--- src/rtl/lcd_bus_pkg.sv ---
// Shared constants and types for the ST7920-style LCD bus decoder.
// Build option LCD_DEC_BUSY_EN (see lcd_gdram_bus_decoder) enables the busy-flag model.
package lcd_bus_pkg;

  localparam logic [7:0] FUNC_SET_PAT  = 8'h20;
  localparam logic [7:0] FUNC_SET_MASK = 8'hE0;
  localparam int         RE_BIT        = 2;
  localparam int         G_BIT         = 1;
  localparam int         ADDR_BIT      = 7;
  localparam int         GDRAM_Y_W     = 5;
  localparam int         GDRAM_X_W     = 4;
  localparam int         WR_ADDR_W     = GDRAM_Y_W + GDRAM_X_W + 1;

  typedef enum logic [1:0] {
    NO_ADDR = 2'd0,
    WAIT_X  = 2'd1,
    ADDR_OK = 2'd2
  } gdram_state_e;

  function automatic logic is_func_set(input logic [7:0] b);
    return (b & FUNC_SET_MASK) == FUNC_SET_PAT;
  endfunction

endpackage

--- src/rtl/lcd_bus_sync.sv ---
// Synchronizes the asynchronous LCD bus into clk and flags the en falling edge.
// rs/rw/data are held from the last synchronized en-high cycle so they line up with the edge.
module lcd_bus_sync
  import lcd_bus_pkg::*;
#(
  parameter int SYNC_STAGES = 2
) (
  input  logic       clk,
  input  logic       rst,
  input  logic       lcd_rs_i,
  input  logic       lcd_rw_i,
  input  logic       lcd_en_i,
  input  logic [7:0] lcd_data_i,
  output logic       en_fall_o,
  output logic       en_cur_o,
  output logic       rs_cur_o,
  output logic       rw_cur_o,
  output logic       rs_smp_o,
  output logic       rw_smp_o,
  output logic [7:0] data_smp_o
);

  logic [SYNC_STAGES:0]        en_q;
  logic [SYNC_STAGES-1:0]      rs_q;
  logic [SYNC_STAGES-1:0]      rw_q;
  logic [SYNC_STAGES-1:0][7:0] data_q;
  logic                        rs_hold_q;
  logic                        rw_hold_q;
  logic [7:0]                  data_hold_q;

  // en carries one extra stage so en_q[S] is the previous value of en_q[S-1].
  always_ff @(posedge clk or posedge rst) begin
    if (rst) begin
      en_q        <= '0;
      rs_q        <= '0;
      rw_q        <= '0;
      data_q      <= '0;
      rs_hold_q   <= 1'b0;
      rw_hold_q   <= 1'b0;
      data_hold_q <= 8'h00;
    end else begin
      en_q   <= {en_q[SYNC_STAGES-1:0], lcd_en_i};
      rs_q   <= {rs_q[SYNC_STAGES-2:0], lcd_rs_i};
      rw_q   <= {rw_q[SYNC_STAGES-2:0], lcd_rw_i};
      data_q <= {data_q[SYNC_STAGES-2:0], lcd_data_i};
      if (en_q[SYNC_STAGES-1]) begin
        rs_hold_q   <= rs_q[SYNC_STAGES-1];
        rw_hold_q   <= rw_q[SYNC_STAGES-1];
        data_hold_q <= data_q[SYNC_STAGES-1];
      end
    end
  end

  assign en_fall_o  = en_q[SYNC_STAGES] & ~en_q[SYNC_STAGES-1];
  assign en_cur_o   = en_q[SYNC_STAGES-1];
  assign rs_cur_o   = rs_q[SYNC_STAGES-1];
  assign rw_cur_o   = rw_q[SYNC_STAGES-1];
  assign rs_smp_o   = rs_hold_q;
  assign rw_smp_o   = rw_hold_q;
  assign data_smp_o = data_hold_q;

endmodule

--- src/rtl/lcd_gdram_bus_decoder.sv ---
// LCD-side ST7920 bus decoder: instruction decode, GDRAM Y/X addressing, byte writes.
// Define LCD_DEC_BUSY_EN to model the busy flag and read-back of BF.
module lcd_gdram_bus_decoder
  import lcd_bus_pkg::*;
#(
  parameter int SYNC_STAGES = 2,
  parameter int BUSY_CYCLES = 3600
) (
  input  logic                 clk,
  input  logic                 rst,
  input  logic                 lcd_rs,
  input  logic                 lcd_rw,
  input  logic                 lcd_en,
  input  logic [7:0]           lcd_data,
  output logic [7:0]           lcd_data_out,
  output logic                 lcd_data_oe,
  output logic                 wr_valid,
  output logic [WR_ADDR_W-1:0] wr_addr,
  output logic [7:0]           wr_data,
  output logic                 cmd_valid,
  output logic [7:0]           cmd_code,
  output logic                 ext_mode,
  output logic                 gfx_on,
  output logic                 err_pulse
);

`ifdef LCD_DEC_BUSY_EN
  localparam bit BUSY_EN = 1'b1;
`else
  localparam bit BUSY_EN = 1'b0;
`endif
  localparam int CNT_W = $clog2(BUSY_CYCLES + 1);

  logic       en_fall, en_cur, rs_cur, rw_cur, rs_smp, rw_smp;
  logic [7:0] d;

  lcd_bus_sync #(.SYNC_STAGES(SYNC_STAGES)) u_sync (
    .clk        (clk),
    .rst        (rst),
    .lcd_rs_i   (lcd_rs),
    .lcd_rw_i   (lcd_rw),
    .lcd_en_i   (lcd_en),
    .lcd_data_i (lcd_data),
    .en_fall_o  (en_fall),
    .en_cur_o   (en_cur),
    .rs_cur_o   (rs_cur),
    .rw_cur_o   (rw_cur),
    .rs_smp_o   (rs_smp),
    .rw_smp_o   (rw_smp),
    .data_smp_o (d)
  );

  gdram_state_e               state_q, state_d;
  logic [GDRAM_Y_W-1:0]       y_q, y_d;
  logic [GDRAM_X_W-1:0]       x_q, x_d;
  logic                       bsel_q, bsel_d;
  logic [CNT_W-1:0]           busy_q, busy_d;
  logic                       bf;
  logic                       wr_vld_q, wr_vld_d, cmd_vld_q, cmd_vld_d, err_q, err_d;
  logic [WR_ADDR_W-1:0]       wr_addr_q, wr_addr_d;
  logic [7:0]                 wr_data_q, wr_data_d, cmd_code_q, cmd_code_d;
  logic                       ext_q, ext_d, gfx_q, gfx_d;
  logic                       oe_q, oe_d;
  logic [7:0]                 dout_q, dout_d;

  assign bf = (busy_q != '0);

  always_comb begin
    state_d    = state_q;
    y_d        = y_q;
    x_d        = x_q;
    bsel_d     = bsel_q;
    busy_d     = bf ? busy_q - CNT_W'(1) : '0;
    wr_vld_d   = 1'b0;
    cmd_vld_d  = 1'b0;
    err_d      = 1'b0;
    wr_addr_d  = wr_addr_q;
    wr_data_d  = wr_data_q;
    cmd_code_d = cmd_code_q;
    ext_d      = ext_q;
    gfx_d      = gfx_q;
    oe_d       = BUSY_EN & en_cur & ~rs_cur & rw_cur;
    dout_d     = oe_d ? {bf, 7'b0} : 8'h00;

    if (en_fall && !rw_smp) begin
      // A write accepted while busy still decodes, but is flagged.
      if (BUSY_EN) begin
        if (bf) err_d = 1'b1;
        busy_d = CNT_W'(BUSY_CYCLES);
      end
      if (!rs_smp) begin
        if (is_func_set(d)) begin
          ext_d = d[RE_BIT];
          if (d[RE_BIT]) gfx_d = d[G_BIT];
          else           state_d = NO_ADDR;
        end else if (ext_q && d[ADDR_BIT]) begin
          if (state_q == WAIT_X) begin
            x_d     = d[GDRAM_X_W-1:0];
            bsel_d  = 1'b0;
            state_d = ADDR_OK;
          end else begin
            y_d     = d[GDRAM_Y_W-1:0];
            state_d = WAIT_X;
          end
        end else if (!ext_q) begin
          cmd_vld_d  = 1'b1;
          cmd_code_d = d;
        end
      end else if (state_q == ADDR_OK) begin
        wr_vld_d  = 1'b1;
        wr_addr_d = {y_q, x_q, bsel_q};
        wr_data_d = d;
        bsel_d    = ~bsel_q;
        if (bsel_q) x_d = x_q + GDRAM_X_W'(1);
      end else begin
        err_d = 1'b1;
      end
    end
  end

  always_ff @(posedge clk or posedge rst) begin
    if (rst) begin
      state_q    <= NO_ADDR;
      y_q        <= '0;
      x_q        <= '0;
      bsel_q     <= 1'b0;
      busy_q     <= '0;
      wr_vld_q   <= 1'b0;
      cmd_vld_q  <= 1'b0;
      err_q      <= 1'b0;
      wr_addr_q  <= '0;
      wr_data_q  <= 8'h00;
      cmd_code_q <= 8'h00;
      ext_q      <= 1'b0;
      gfx_q      <= 1'b0;
      oe_q       <= 1'b0;
      dout_q     <= 8'h00;
    end else begin
      state_q    <= state_d;
      y_q        <= y_d;
      x_q        <= x_d;
      bsel_q     <= bsel_d;
      busy_q     <= busy_d;
      wr_vld_q   <= wr_vld_d;
      cmd_vld_q  <= cmd_vld_d;
      err_q      <= err_d;
      wr_addr_q  <= wr_addr_d;
      wr_data_q  <= wr_data_d;
      cmd_code_q <= cmd_code_d;
      ext_q      <= ext_d;
      gfx_q      <= gfx_d;
      oe_q       <= oe_d;
      dout_q     <= dout_d;
    end
  end

  assign wr_valid     = wr_vld_q;
  assign wr_addr      = wr_addr_q;
  assign wr_data      = wr_data_q;
  assign cmd_valid    = cmd_vld_q;
  assign cmd_code     = cmd_code_q;
  assign err_pulse    = err_q;
  assign ext_mode     = ext_q;
  assign gfx_on       = gfx_q;
  assign lcd_data_oe  = oe_q;
  assign lcd_data_out = dout_q;

endmodule

--- config.mk ---
export PLATFORM = sky130hd
export DESIGN_NAME = lcd_gdram_bus_decoder
export DESIGN_NICKNAME = d
export VERILOG_FILES = /design/src/rtl/lcd_bus_pkg.sv /design/src/rtl/lcd_bus_sync.sv /design/src/rtl/lcd_gdram_bus_decoder.sv
export SDC_FILE = /design/constraint.sdc
export NUM_CORES = 1
export LEC_CHECK = 0
export ABC_AREA = 1
export BUFFER_PORTS_ARGS = -buffer_cell sky130_fd_sc_hd__clkbuf_2
export CAP_MARGIN = 20
export CORE_UTILIZATION = 54
export DETAILED_ROUTE_END_ITERATION = 10
export PLACE_DENSITY = 0.89
export SYNTH_ARGS = -nofsm -noshare
export SYNTH_HDL_FRONTEND = slang
export SYNTH_SLANG_ARGS = --single-unit
--- constraint.sdc ---
create_clock -name clk -period 2.55 [get_ports clk]
set_input_delay 0 -clock clk [delete_from_list [all_inputs] [get_ports clk]]
set_output_delay 0 -clock clk [all_outputs]
set_load 0.05 [all_outputs]
==> results of run 1 <==
==> repair_timing <==
item | CTS | global route
hold endpoints to repair | 87 | 0
gates resized for setup | 0 | 0
hold buffers | 12 | 0
setup endpoints to repair | 0 | 0
==> sequential cells by signal (all words and copies together) (netlist names), 2 cells and up <==
register	count
wr_data	8
u_sync.rw_q	2
y_q	5
wr_addr	10
u_sync.data_smp_o	8
u_sync.data_q	16
x_q	4
u_sync.rs_q	2
state_q	2
cmd_code	8
u_sync.en_q	3
==> cell type report <==
type                       instances  area [µm²]
clock inverter                     4        72.6
inverter                          17        63.8
clock buffer                      12         145
tap                               70        87.6
fill                             387        1670
multi-input combinational        185         875
timing repair buffer              56         355
sequential                        76        1900
==> how the worst max path moves through the flow <==
stage                              start     end  slack (ns)  cells past startpoint
after floorplan                      rst  bsel_q        0.61                      1
after global placement    u_sync.en_q[1]  y_q[0]        1.04                      6
after detailed placement  u_sync.en_q[1]  y_q[1]        0.93                      6
after CTS                 u_sync.en_q[1]  y_q[1]        0.93                      6
after global routing      u_sync.en_q[1]  y_q[1]        0.77                      6
final                     u_sync.en_q[1]  y_q[1]        0.94                      6
==> power breakdown <==
group | internal [µW] | switching [µW]
Clock | 577 | 405
Sequential | 1300 | 67.0
Combinational | 93.7 | 344
==> cells by family (layout without fill, tap and decap cells) <==
logic type	Yosys count	count (layout)	synth area share [%]
simple gates	136	136	21.4
flops	76	76	65.1
compound gates	39	39	6.89
buf+inv	32	89	6.04
fa+ha+maj	1	1	0.428
other cells	1	9	0.128
==> layer usage <==
layer / up-vias / global-route usage (%) / share of wire [%]
met3: 18 / 4.37 / 4.0
li1: 1013 / - / -
met1: 988 / 25.5 / 40
met5: - / 0 / 0
met2: 66 / 38.7 / 53
met4: 0 / 14.6 / 3.2
==> metrics by stage <==
| stage | instance area [µm²] | total power [µW] | util, % | worst slack, ns |
|---|---|---|---|---|
| after floorplan | 2950 | 1700 | - | 0.612 |
| after global placement | 3160 | 1790 | 61.2 | 1.04 |
| after detailed placement | 3160 | 1810 | 61.2 | 0.933 |
| after CTS | 3500 | 2800 | 67.7 | 0.926 |
| after global routing | 3500 | 2910 | 67.7 | 0.770 |
| final | 3500 | 2780 | 67.7 | 0.938 |
==> critical path, delay by kind of cell, from the launching register on <==
family        cells  cell delay, ns
simple gates      6            0.96
flops             1            0.54
==> cell usage in the layout, fill, tap and decap left out, drive strengths merged <==
master,Yosys,layout
clkbuf,3,55
nand4,3,3
bufinv,0,2
nor2,16,16
a21oi,7,7
conb,1,9
or2,1,1
nand2,101,101
clkinv,0,1
clkinvlp,0,1
a211oi,1,1
dlygate4sd3,0,12
inv,17,17
o21ai,31,31
ha,1,1
dfrtp,76,76
buf,12,1
nand3,15,15
==> impl_results.md, run 1 <==
- Fraction of the cycle the final worst path needs: 63.2%
- Number of max-slew violations in the final report: 0
- Reg-to-reg setup timing slack: 0.94 ns
- Cell Count Post-Placement: 392
- Required time reported for the critical path endpoint: 2.78 ns
- Main flop type after synthesis: sky130_fd_sc_hd__dfrtp_1
- Iteration-0 DRC count of the detailed router: 163
- NumNets Final: 359
- CTS Sinks: 76
- Crit-path cells: nor2_4 -> nand3_4 -> nor2_4 -> nand2_1 -> nand2_1 -> nand2_1
- Hold Vio Cnt, Final: 0
- Clock insertion delay at the later pin of the skew report: 0.34 ns
- Count of different cell masters after synthesis: 21
- Depth of the most critical reg-to-reg path: 6
- Number of I/O pins: 53
- Vias after detailed routing: 2085
- Starting utilization of the core area: 56.5%
- Sequential fraction of the synthesis area: 65.1%
- Final weighted congestion in routability-driven placement: 0.817
- Most frequent CP cell: sky130_fd_sc_hd__nand2_1
- Share of synthesized registers carrying an async set or reset: 100%
- DRC Markers: 0
- Maximum capacitance violations: 0
- Total Negative Setup Slacks: 0 ns
- Highest fanout seen on the critical path: 17
- Run status: completed
- Dominant cells by area after synthesis: sky130_fd_sc_hd__dfrtp_1, sky130_fd_sc_hd__nand2_1, sky130_fd_sc_hd__o21ai_0
- Syn avg cell area: 10.3 µm²
- First-pass GRT wire length: 8990 µm
- Type of element capturing the critical path: register
- Standard cell with the maximum stage delay on the critical path: sky130_fd_sc_hd__dfrtp_1
- Wirelength per Cell: 13.0 µm
- GRT overflow: 0
- Most frequent cell after synthesis: sky130_fd_sc_hd__nand2_1
- Count of flip-flops with a built-in enable after synthesis: 0
- Antenna violations before repair: 0
- Power Density: 795 nW/µm²
- Clock slew seen by the registers of the worst setup and hold paths: 0.07 ns
- CP Data Arrival Time: 1.85 ns
- Critical Path Max Stage Delay: 0.54 ns
- Post-CTS setup buffers: 0
- H-tree Lvls: 3
- Seq cells post-synth: 76
- Port Buffers: 43
- Count of yosys warnings during synthesis: 0
- Most instantiated cells after synthesis: sky130_fd_sc_hd__nand2_1, sky130_fd_sc_hd__dfrtp_1, sky130_fd_sc_hd__o21ai_0
- Antenna cells: 0
- TritonCTS clock tree: yes
- Maximum clock frequency: 620 MHz
- Fraction of layout cells with a size suffix above 1: 20.0%
- Largest net degree at the start of global routing: 77
- Start-to-end type of the worst setup path: reg2reg
- Reported leakage power: 0.00190 µW
- Antenna violation net count after detailed routing: 0
- Via count of the first global-routing pass: 2019
- Startpoint class of the critical path: register
- Iteration count of the initial detailed-routing pass: 4
- Layout Area Growth over Synthesis: 19.8%
- Width of the die: 75.6 µm
- Height of the chip: 75.6 µm
- Core area: 5170 µm²
- Post-Synthesis Cells: 285
- Hold crit path type: in2async
- Critical R2R Capture: y_q[1]
- Finished Layout Cells: 420
- Final critical path time including I/O delays and setup: 1.61 ns
- Area share of the largest cell type after synthesis: 65.1%
- Setup repair after global routing missed its margin: no
- DP HPWL: 3650 µm
- Peak supply drop: 0.443 mV
- Detailed Route WL: 5450 µm
- Library cell occupying the most area in the post-synthesis netlist: sky130_fd_sc_hd__dfrtp_1
- Final setup viols: 0
- Clk Tree Root Cell: sky130_fd_sc_hd__clkbuf_8
- Number of placement rows: 26
- Area of the die: 5710 µm²
- Worst setup skew after layout: 0.00698 ns
- Maximum number of buffers from clock root to sink: 2
- Mapped cell area: 2920 µm²
- Start of the worst register-to-register path: u_sync.en_q[1]
- Global Route Usage Sum: 22.4%
- TritonCTS Buffers: 9
- Number of vias per cell: 4.96
- Final Hold Slack: 0.271 ns
Note: power is estimated with default switching activity, not from simulation.
==> run 2: changes to the inputs <==
ABC_AREA = 0   (was 1)
CORE_UTILIZATION = 49   (was 54)
PLACE_DENSITY = 0.86   (was 0.89)
clock period = 1.4 ns   (was 2.55 ns; I/O delays follow)
==> run 2 against run 1 <==
Against the previous run: the run now ends with setup timing left; final cell count shrank 17%; critical path type unchanged; fmax shrank 9.7%; sequential power increased by 98%; critical endpoint is now x_q[3].
==> impl_results.md, run 2 <==
- Reg-to-reg setup timing slack: -0.39 ns (was 0.94 ns)
- CTS Sinks: 76 (unchanged)
- TritonCTS Buffers: 9 (unchanged)
- Failing checks: setup timing
- Count of different cell masters after synthesis: 33 (was 21)
- Filler cell count in the final layout: 401 (was 387)
- Pre-CTS setup slack: -0.542 ns (was 0.933 ns)
- Cell Count Post-Placement: 318 (was 392)
- CP Data Arrival Time: 2.02 ns (was 1.85 ns)
- Largest net degree at the start of global routing: 77 (unchanged)
- Mapped cell area: 2830 µm² (was 2920 µm²)
- Area of the die: 6080 µm² (was 5710 µm²)
- Library cell occupying the most area in the post-synthesis netlist: sky130_fd_sc_hd__dfrtp_1 (unchanged)
- Finished Layout Cells: 348 (was 420)
- DP HPWL: 3370 µm (was 3650 µm)
- Number of placement rows: 27 (was 26)
- Crit path buf inv count: 1 (was 0)
- Critical R2R Capture: x_q[3] (was y_q[1])
- H-tree Lvls: 3 (unchanged)
- Post-Synthesis Cells: 183 (was 285)
- Antenna cells: 0 (unchanged)
- Wirelength per Cell: 14.9 µm (was 13.0 µm)
- Core area: 5540 µm² (was 5170 µm²)
- Starting utilization of the core area: 51.1% (was 56.5%)
- Number of vias per cell: 5.02 (was 4.96)
- Global routing met1 resource utilization: 23.2% (was 25.5%)
- Fraction of met3 tracks used by global routing: 5.65% (was 4.37%)
- Maximum number of buffers from clock root to sink: 2 (unchanged)
- Power Density: 1630 nW/µm² (was 795 nW/µm²)
- Maximum capacitance violations: 0 (unchanged)
- Start-to-end type of the worst setup path: reg2reg (unchanged)
- Width of the die: 78.0 µm (was 75.6 µm)
- Layout Area Growth over Synthesis: 34.2% (was 19.8%)
- Fraction of layout cells with a size suffix above 1: 52.9% (was 20.0%)
- Seq cells post-synth: 76 (unchanged)
- Share of synthesized registers carrying an async set or reset: 100% (unchanged)
- Type of element capturing the critical path: register (unchanged)
- Required time reported for the critical path endpoint: 1.63 ns (was 2.78 ns)
- Dominant cells by area after synthesis: sky130_fd_sc_hd__dfrtp_1, sky130_fd_sc_hd__mux2_2, sky130_fd_sc_hd__buf_4 (was sky130_fd_sc_hd__dfrtp_1, sky130_fd_sc_hd__nand2_1, sky130_fd_sc_hd__o21ai_0)
- Area share of the largest cell type after synthesis: 67.2% (was 65.1%)
- Critical Path Max Stage Delay: 0.62 ns (was 0.54 ns)
- GRT overflow: 0 (unchanged)
- Iteration count of the initial detailed-routing pass: 4 (unchanged)
- Standard cell with the maximum stage delay on the critical path: sky130_fd_sc_hd__or4b_4 (was sky130_fd_sc_hd__dfrtp_1)
- Most frequent cell after synthesis: sky130_fd_sc_hd__dfrtp_1 (was sky130_fd_sc_hd__nand2_1)
- Hold Vio Cnt, Final: 0 (unchanged)
- Most instantiated cells after synthesis: sky130_fd_sc_hd__dfrtp_1, sky130_fd_sc_hd__mux2_2, sky130_fd_sc_hd__buf_4 (was sky130_fd_sc_hd__nand2_1, sky130_fd_sc_hd__dfrtp_1, sky130_fd_sc_hd__o21ai_0)
- Final Total Pwr: 6190 µW (was 2780 µW)
- Start of the worst register-to-register path: u_sync.rw_smp_o (was u_sync.en_q[1])
- Syn avg cell area: 15.5 µm² (was 10.3 µm²)
- Number of I/O pins: 53 (unchanged)
- Depth of the most critical reg-to-reg path: 4 (was 6)
- Global Route Usage Sum: 18.9% (was 22.4%)
- DRC Markers: 0 (unchanged)
- Height of the chip: 78.0 µm (was 75.6 µm)
- GR peak layer: met2 (unchanged)
- Final weighted congestion in routability-driven placement: 0.818 (was 0.817)
- Depth of the critical timing path with buffers and inverters included: 4 (was 6)
- Peak supply drop: 1.21 mV (was 0.443 mV)
- Cell type group with the largest total delay on the critical path: simple AND/OR/NAND/NOR gates (unchanged)
- Iteration-0 DRC count of the detailed router: 88 (was 163)
- Setup repair after global routing missed its margin: yes (was no)
- Crit-path cells: or4b_4 -> buf_4 -> or3_1 -> o221a_2 (was nor2_4 -> nand3_4 -> nor2_4 -> nand2_1 -> nand2_1 -> nand2_1)
- TritonCTS clock tree: yes (unchanged)
- Sequential fraction of the synthesis area: 67.2% (was 65.1%)
- Hold crit path type: in2async (unchanged)
- Clk Tree Root Cell: sky130_fd_sc_hd__clkbuf_8 (unchanged)
- Main flop type after synthesis: sky130_fd_sc_hd__dfrtp_1 (unchanged)
- Highest fanout seen on the critical path: 5 (was 17)
- Worst setup skew after layout: 0.00721 ns (was 0.00698 ns)
- Clock slew seen by the registers of the worst setup and hold paths: 0.08 ns (was 0.07 ns)
- Fraction of the cycle the final worst path needs: 128% (was 63.2%)
- Met2 track utilization from global routing: 31.6% (was 38.7%)
- Most frequent standard cell in the layout excluding fill and tap cells: sky130_fd_sc_hd__dfrtp_1 (was sky130_fd_sc_hd__nand2_1)
- Sequential cell area: 1900 µm² (unchanged)
- Count of yosys warnings during synthesis: 0 (unchanged)
- Clock insertion delay at the later pin of the skew report: 0.34 ns (about the same)
- Largest register by flop count: u_sync.data_q (unchanged)
- Post-route setup slack: -0.386 ns (was 0.938 ns)
- Number of max-slew violations in the final report: 0 (unchanged)
- Most frequent cells in the layout: sky130_fd_sc_hd__dfrtp_1, sky130_fd_sc_hd__clkbuf_2, sky130_fd_sc_hd__mux2_2 (was sky130_fd_sc_hd__nand2_1, sky130_fd_sc_hd__dfrtp_1, sky130_fd_sc_hd__clkbuf_2)
- Antenna violation net count after detailed routing: 0 (unchanged)
- First-pass GRT wire length: 8520 µm (was 8990 µm)
- Multi-input logic area: 968 µm² (was 875 µm²)
- Run status: finished with violations (was completed)
- Final setup viols: 38 (was 0)
- Number of flip-flops under the largest register name: 16 (unchanged)
- NumNets Final: 285 (was 359)
- Detailed Route WL: 5200 µm (was 5450 µm)
- Startpoint class of the critical path: register (unchanged)
- Via count of the first global-routing pass: 1799 (was 2019)
- Final critical path time including I/O delays and setup: 1.79 ns (was 1.61 ns)
- Vias after detailed routing: 1748 (was 2085)
- Count of flip-flops with a built-in enable after synthesis: 0 (unchanged)
- Port Buffers: 43 (unchanged)
- Reported leakage power: 0.00185 µW (was 0.00190 µW)
- Antenna violations before repair: 0 (unchanged)
- Maximum clock frequency: 560 MHz (was 620 MHz)
run 2: cell count changes in the layout (fill, tap and decap cells not counted), moves of 4 or more:
cell,change
sky130_fd_sc_hd__buf_4,+21
sky130_fd_sc_hd__buf_6,+4
sky130_fd_sc_hd__inv_1,-11
sky130_fd_sc_hd__mux2_2,+27
sky130_fd_sc_hd__mux2_4,+16
sky130_fd_sc_hd__nand2_1,-96
sky130_fd_sc_hd__nand3_1,-13
sky130_fd_sc_hd__nor2_1,-9
sky130_fd_sc_hd__o21ai_0,-29
run 2: routing by layer:
metal,vias up,part of all wire (%)
met5,-,0
met4,0,1.5
met3,8,4.2
met2,46,51
met1,883,43
li1,811,-
run 2: cells by family after synthesis:
group           share of synthesized area, %
other cells                            0.133
fa+ha+maj                              0.442
flops                                   67.2
compound gates                          5.40
simple gates                            5.44
mux                                     17.1
buf+inv                                 4.25
run 2: where the power goes:
| group | internal [µW] | switching [µW] | leakage (µW) |
|---|---|---|---|
| sequential | 2500 | 186 | 0.000949 |
| combinational | 581 | 1140 | 0.000803 |
| clock | 1000 | 773 | 0.000102 |
run 2: how the worst max path moves through the flow:
stage / end / startpoint
6_report: x_q[3] / u_sync.rw_smp_o
5_1_grt: cmd_code[5] / u_sync.rw_smp_o
4_1_cts: y_q[1] / u_sync.en_q[1]
3_5_place_dp: y_q[4] / u_sync.en_q[1]
3_3_place_gp: y_q[3] / u_sync.en_q[1]
2_1_floorplan: cmd_code[0] / u_sync.rs_smp_o
run 2: worst min-delay path, cell delays in order:
cell	delay (ns)
sky130_fd_sc_hd__dlygate4sd3_1	0.53
sky130_fd_sc_hd__clkbuf_2	0.12
sky130_fd_sc_hd__clkinvlp_4	0.07
sky130_fd_sc_hd__buf_12	0.31
run 2: timing repair:
item                                    4_1_cts  5_1_grt
hold buffers                                 12        0
endpoints found under the setup margin       40       40
pin swaps                                     7        2
hold endpoints to repair                     87        0
gates cloned                                  0        0
setup buffers                                 3        0
resized for setup                            29        4
run 2: final cells by class:
cell class	count	share of cell area, %
inverters	5	0.593
well taps	72	2.37
clock inverters	6	2.34
flip-flops and latches	76	50.1
repair buffers	83	15.7
clock buffers	10	3.36
multi-input cells	96	25.5
run 2: metrics by stage:
stage | cell area (µm²) | util [%] | hold WS, ns | TNS, ns
2_1_floorplan | 2880 | - | 0.0314 | -10.45
3_3_place_gp | 3310 | 59.7 | 0.108 | -10.09
3_5_place_dp | 3310 | 59.7 | 0.110 | -11.92
4_1_cts | 3780 | 68.3 | 0.281 | -7.11
5_1_grt | 3800 | 68.5 | 0.280 | -8.21
6_report | 3800 | 68.5 | 0.281 | -6.92
==> run 3: changes to the inputs <==
CAP_MARGIN = not set   (was 20)
clock period = 1.47 ns   (was 1.4 ns; I/O delays follow)
==> run 3 against run 2 <==
Against the previous run: the run still ends with setup timing left; critical path depth stayed put; sequential share of layout area is 1.6 points lower; highest routed layer unchanged; die area stayed put; sequential power is 4% lower.
==> impl_results.md, run 3 (same netlist as run 2, synthesis figures left out) <==
- Run status: finished with violations (unchanged)
- Failing checks: setup timing (unchanged)
- Worst setup skew after layout: 0.00516 ns (was 0.00721 ns)
- Peak supply drop: 1.14 mV (was 1.21 mV)
- NumNets Final: 292 (was 285)
- Required time reported for the critical path endpoint: 1.70 ns (was 1.63 ns)
- Final setup viols: 38 (unchanged)
- Finished Layout Cells: 354 (was 348)
- Number of placement rows: 27 (unchanged)
- Hold crit path type: in2async (unchanged)
- Global Route Usage Sum: 20.9% (was 18.9%)
- Vias after detailed routing: 1809 (was 1748)
- Core area: 5540 µm² (unchanged)
- Reg-to-reg setup timing slack: -0.34 ns (was -0.39 ns)
- Iteration-0 DRC count of the detailed router: 53 (was 88)
- Clock slew seen by the registers of the worst setup and hold paths: 0.08 ns (about the same)
- Start of the worst register-to-register path: u_sync.rs_smp_o (was u_sync.rw_smp_o)
- DRC Markers: 0 (unchanged)
- Maximum clock frequency: 552 MHz (was 560 MHz)
- Reported leakage power: 0.00192 µW (was 0.00185 µW)
- Global routing met1 resource utilization: 25.7% (was 23.2%)
- Setup repair after global routing missed its margin: yes (unchanged)
- TritonCTS clock tree: yes (unchanged)
- Met2 track utilization from global routing: 34.8% (was 31.6%)
- Final weighted congestion in routability-driven placement: 0.832 (was 0.818)
- Via count of the first global-routing pass: 1882 (was 1799)
- Post-route setup slack: -0.341 ns (was -0.386 ns)
- GRT overflow: 0 (unchanged)
- Antenna violations before repair: 0 (unchanged)
- Fraction of layout cells with a size suffix above 1: 55.7% (was 52.9%)
- Maximum capacitance violations: 0 (unchanged)
- Wirelength per Cell: 16.8 µm (was 14.9 µm)
- CTS Sinks: 76 (unchanged)
- Start-to-end type of the worst setup path: reg2reg (unchanged)
- Cell Count Post-Placement: 315 (was 318)
- Port Buffers: 43 (unchanged)
- Antenna violation net count after detailed routing: 0 (unchanged)
- Clk Tree Root Cell: sky130_fd_sc_hd__clkbuf_8 (unchanged)
- Largest register by flop count: u_sync.data_q (unchanged)
- Critical R2R Capture: y_q[0] (was x_q[3])
- H-tree Lvls: 3 (unchanged)
- Clock insertion delay at the later pin of the skew report: 0.34 ns (about the same)
- Number of I/O pins: 53 (unchanged)
- Hold Vio Cnt, Final: 0 (unchanged)
- DP HPWL: 3500 µm (was 3370 µm)
- Height of the chip: 78.0 µm (unchanged)
- Width of the die: 78.0 µm (unchanged)
- Iteration count of the initial detailed-routing pass: 4 (unchanged)
- Most frequent standard cell in the layout excluding fill and tap cells: sky130_fd_sc_hd__dfrtp_1 (unchanged)
- Final Hold Slack: 0.274 ns (was 0.281 ns)
- CP Data Arrival Time: 2.04 ns (was 2.02 ns)
- Antenna cells: 0 (unchanged)
- Starting utilization of the core area: 51.1% (unchanged)
- Layout Area Growth over Synthesis: 38.7% (was 34.2%)
- Startpoint class of the critical path: register (unchanged)
- Area of the die: 6080 µm² (unchanged)
- Largest net degree at the start of global routing: 54 (was 77)
- Fraction of the cycle the final worst path needs: 123% (was 128%)
- Power Density: 1480 nW/µm² (was 1630 nW/µm²)
- GR peak layer: met2 (unchanged)
- Number of vias per cell: 5.11 (was 5.02)
- Detailed Route WL: 5930 µm (was 5200 µm)
- First-pass GRT wire length: 9270 µm (was 8520 µm)
- Depth of the most critical reg-to-reg path: 4 (unchanged)
- TritonCTS Buffers: 9 (unchanged)
- Highest fanout seen on the critical path: 6 (was 5)
- Number of flip-flops under the largest register name: 16 (unchanged)
- Final Total Pwr: 5790 µW (was 6190 µW)
- Type of element capturing the critical path: register (unchanged)
- Pre-CTS setup slack: -0.481 ns (was -0.542 ns)
- Final critical path time including I/O delays and setup: 1.81 ns (was 1.79 ns)
- Fraction of met3 tracks used by global routing: 4.94% (was 5.65%)
- Final core occ: 70.8% (was 68.5%)
- Maximum number of buffers from clock root to sink: 2 (unchanged)
- Most frequent cells in the layout: sky130_fd_sc_hd__dfrtp_1, sky130_fd_sc_hd__clkbuf_2, sky130_fd_sc_hd__mux2_2 (unchanged)
- Number of max-slew violations in the final report: 0 (unchanged)
-- run 3: worst max path at each step --
stage / startpoint / endpoint / slack (ns) / cells after the start
final: u_sync.rs_smp_o / y_q[0] / -0.34 / 4
after global routing: u_sync.rs_smp_o / y_q[0] / -0.41 / 4
after global placement: u_sync.rw_smp_o / y_q[3] / -0.44 / 3
after detailed placement: u_sync.en_q[1] / y_q[4] / -0.48 / 3
after CTS: u_sync.rw_smp_o / y_q[4] / -0.36 / 4
after floorplan: u_sync.rs_smp_o / cmd_code[0] / -0.41 / 5
-- run 3: cell type report --
cell class | count | area [µm²]
flip-flops and latches | 76 | 1900
fillers | 365 | 1620
multi-input cells | 96 | 1000
repair buffers | 90 | 719
clock buffers | 9 | 124
well taps | 72 | 90.1
clock inverters | 6 | 65.1
inverters | 5 | 22.5
-- run 3: per-layer routing --
| layer | up-vias | wire length, µm |
|---|---|---|
| met5 | - | 0 |
| met4 | 0 | 131 |
| met3 | 13 | 210 |
| met2 | 47 | 3160 |
| met1 | 921 | 2430 |
| li1 | 828 | - |
-- run 3: power by group --
group	switching, µW	internal, µW
Combinational	1110	576
Clock	747	777
Sequential	202	2380
-- run 3: stage by stage --
| stage | cell area (µm²) | TNS, ns |
|---|---|---|
| 6_report | 3920 | -9.13 |
| 2_1_floorplan | 2880 | -8.17 |
| 5_1_grt | 3920 | -11.23 |
| 4_1_cts | 3880 | -10.65 |
| 3_3_place_gp | 3280 | -10.92 |
| 3_5_place_dp | 3280 | -12.81 |
-- run 3: critical path: stages, from the launching register on --
cell                       delay, ns
sky130_fd_sc_hd__dfrtp_1        0.40
sky130_fd_sc_hd__or4b_4         0.62
sky130_fd_sc_hd__a211oi_4       0.22
sky130_fd_sc_hd__buf_4          0.16
sky130_fd_sc_hd__mux2_4         0.30
-- run 3: timing repair --
item                                    4_1_cts  5_1_grt
cloned                                        3        0
pin swaps                                     8        7
buffers inserted                              9        2
hold buffers                                 12        0
endpoints found under the hold margin        87        0
endpoints found under the setup margin       42       46
gates resized for setup                      34       11
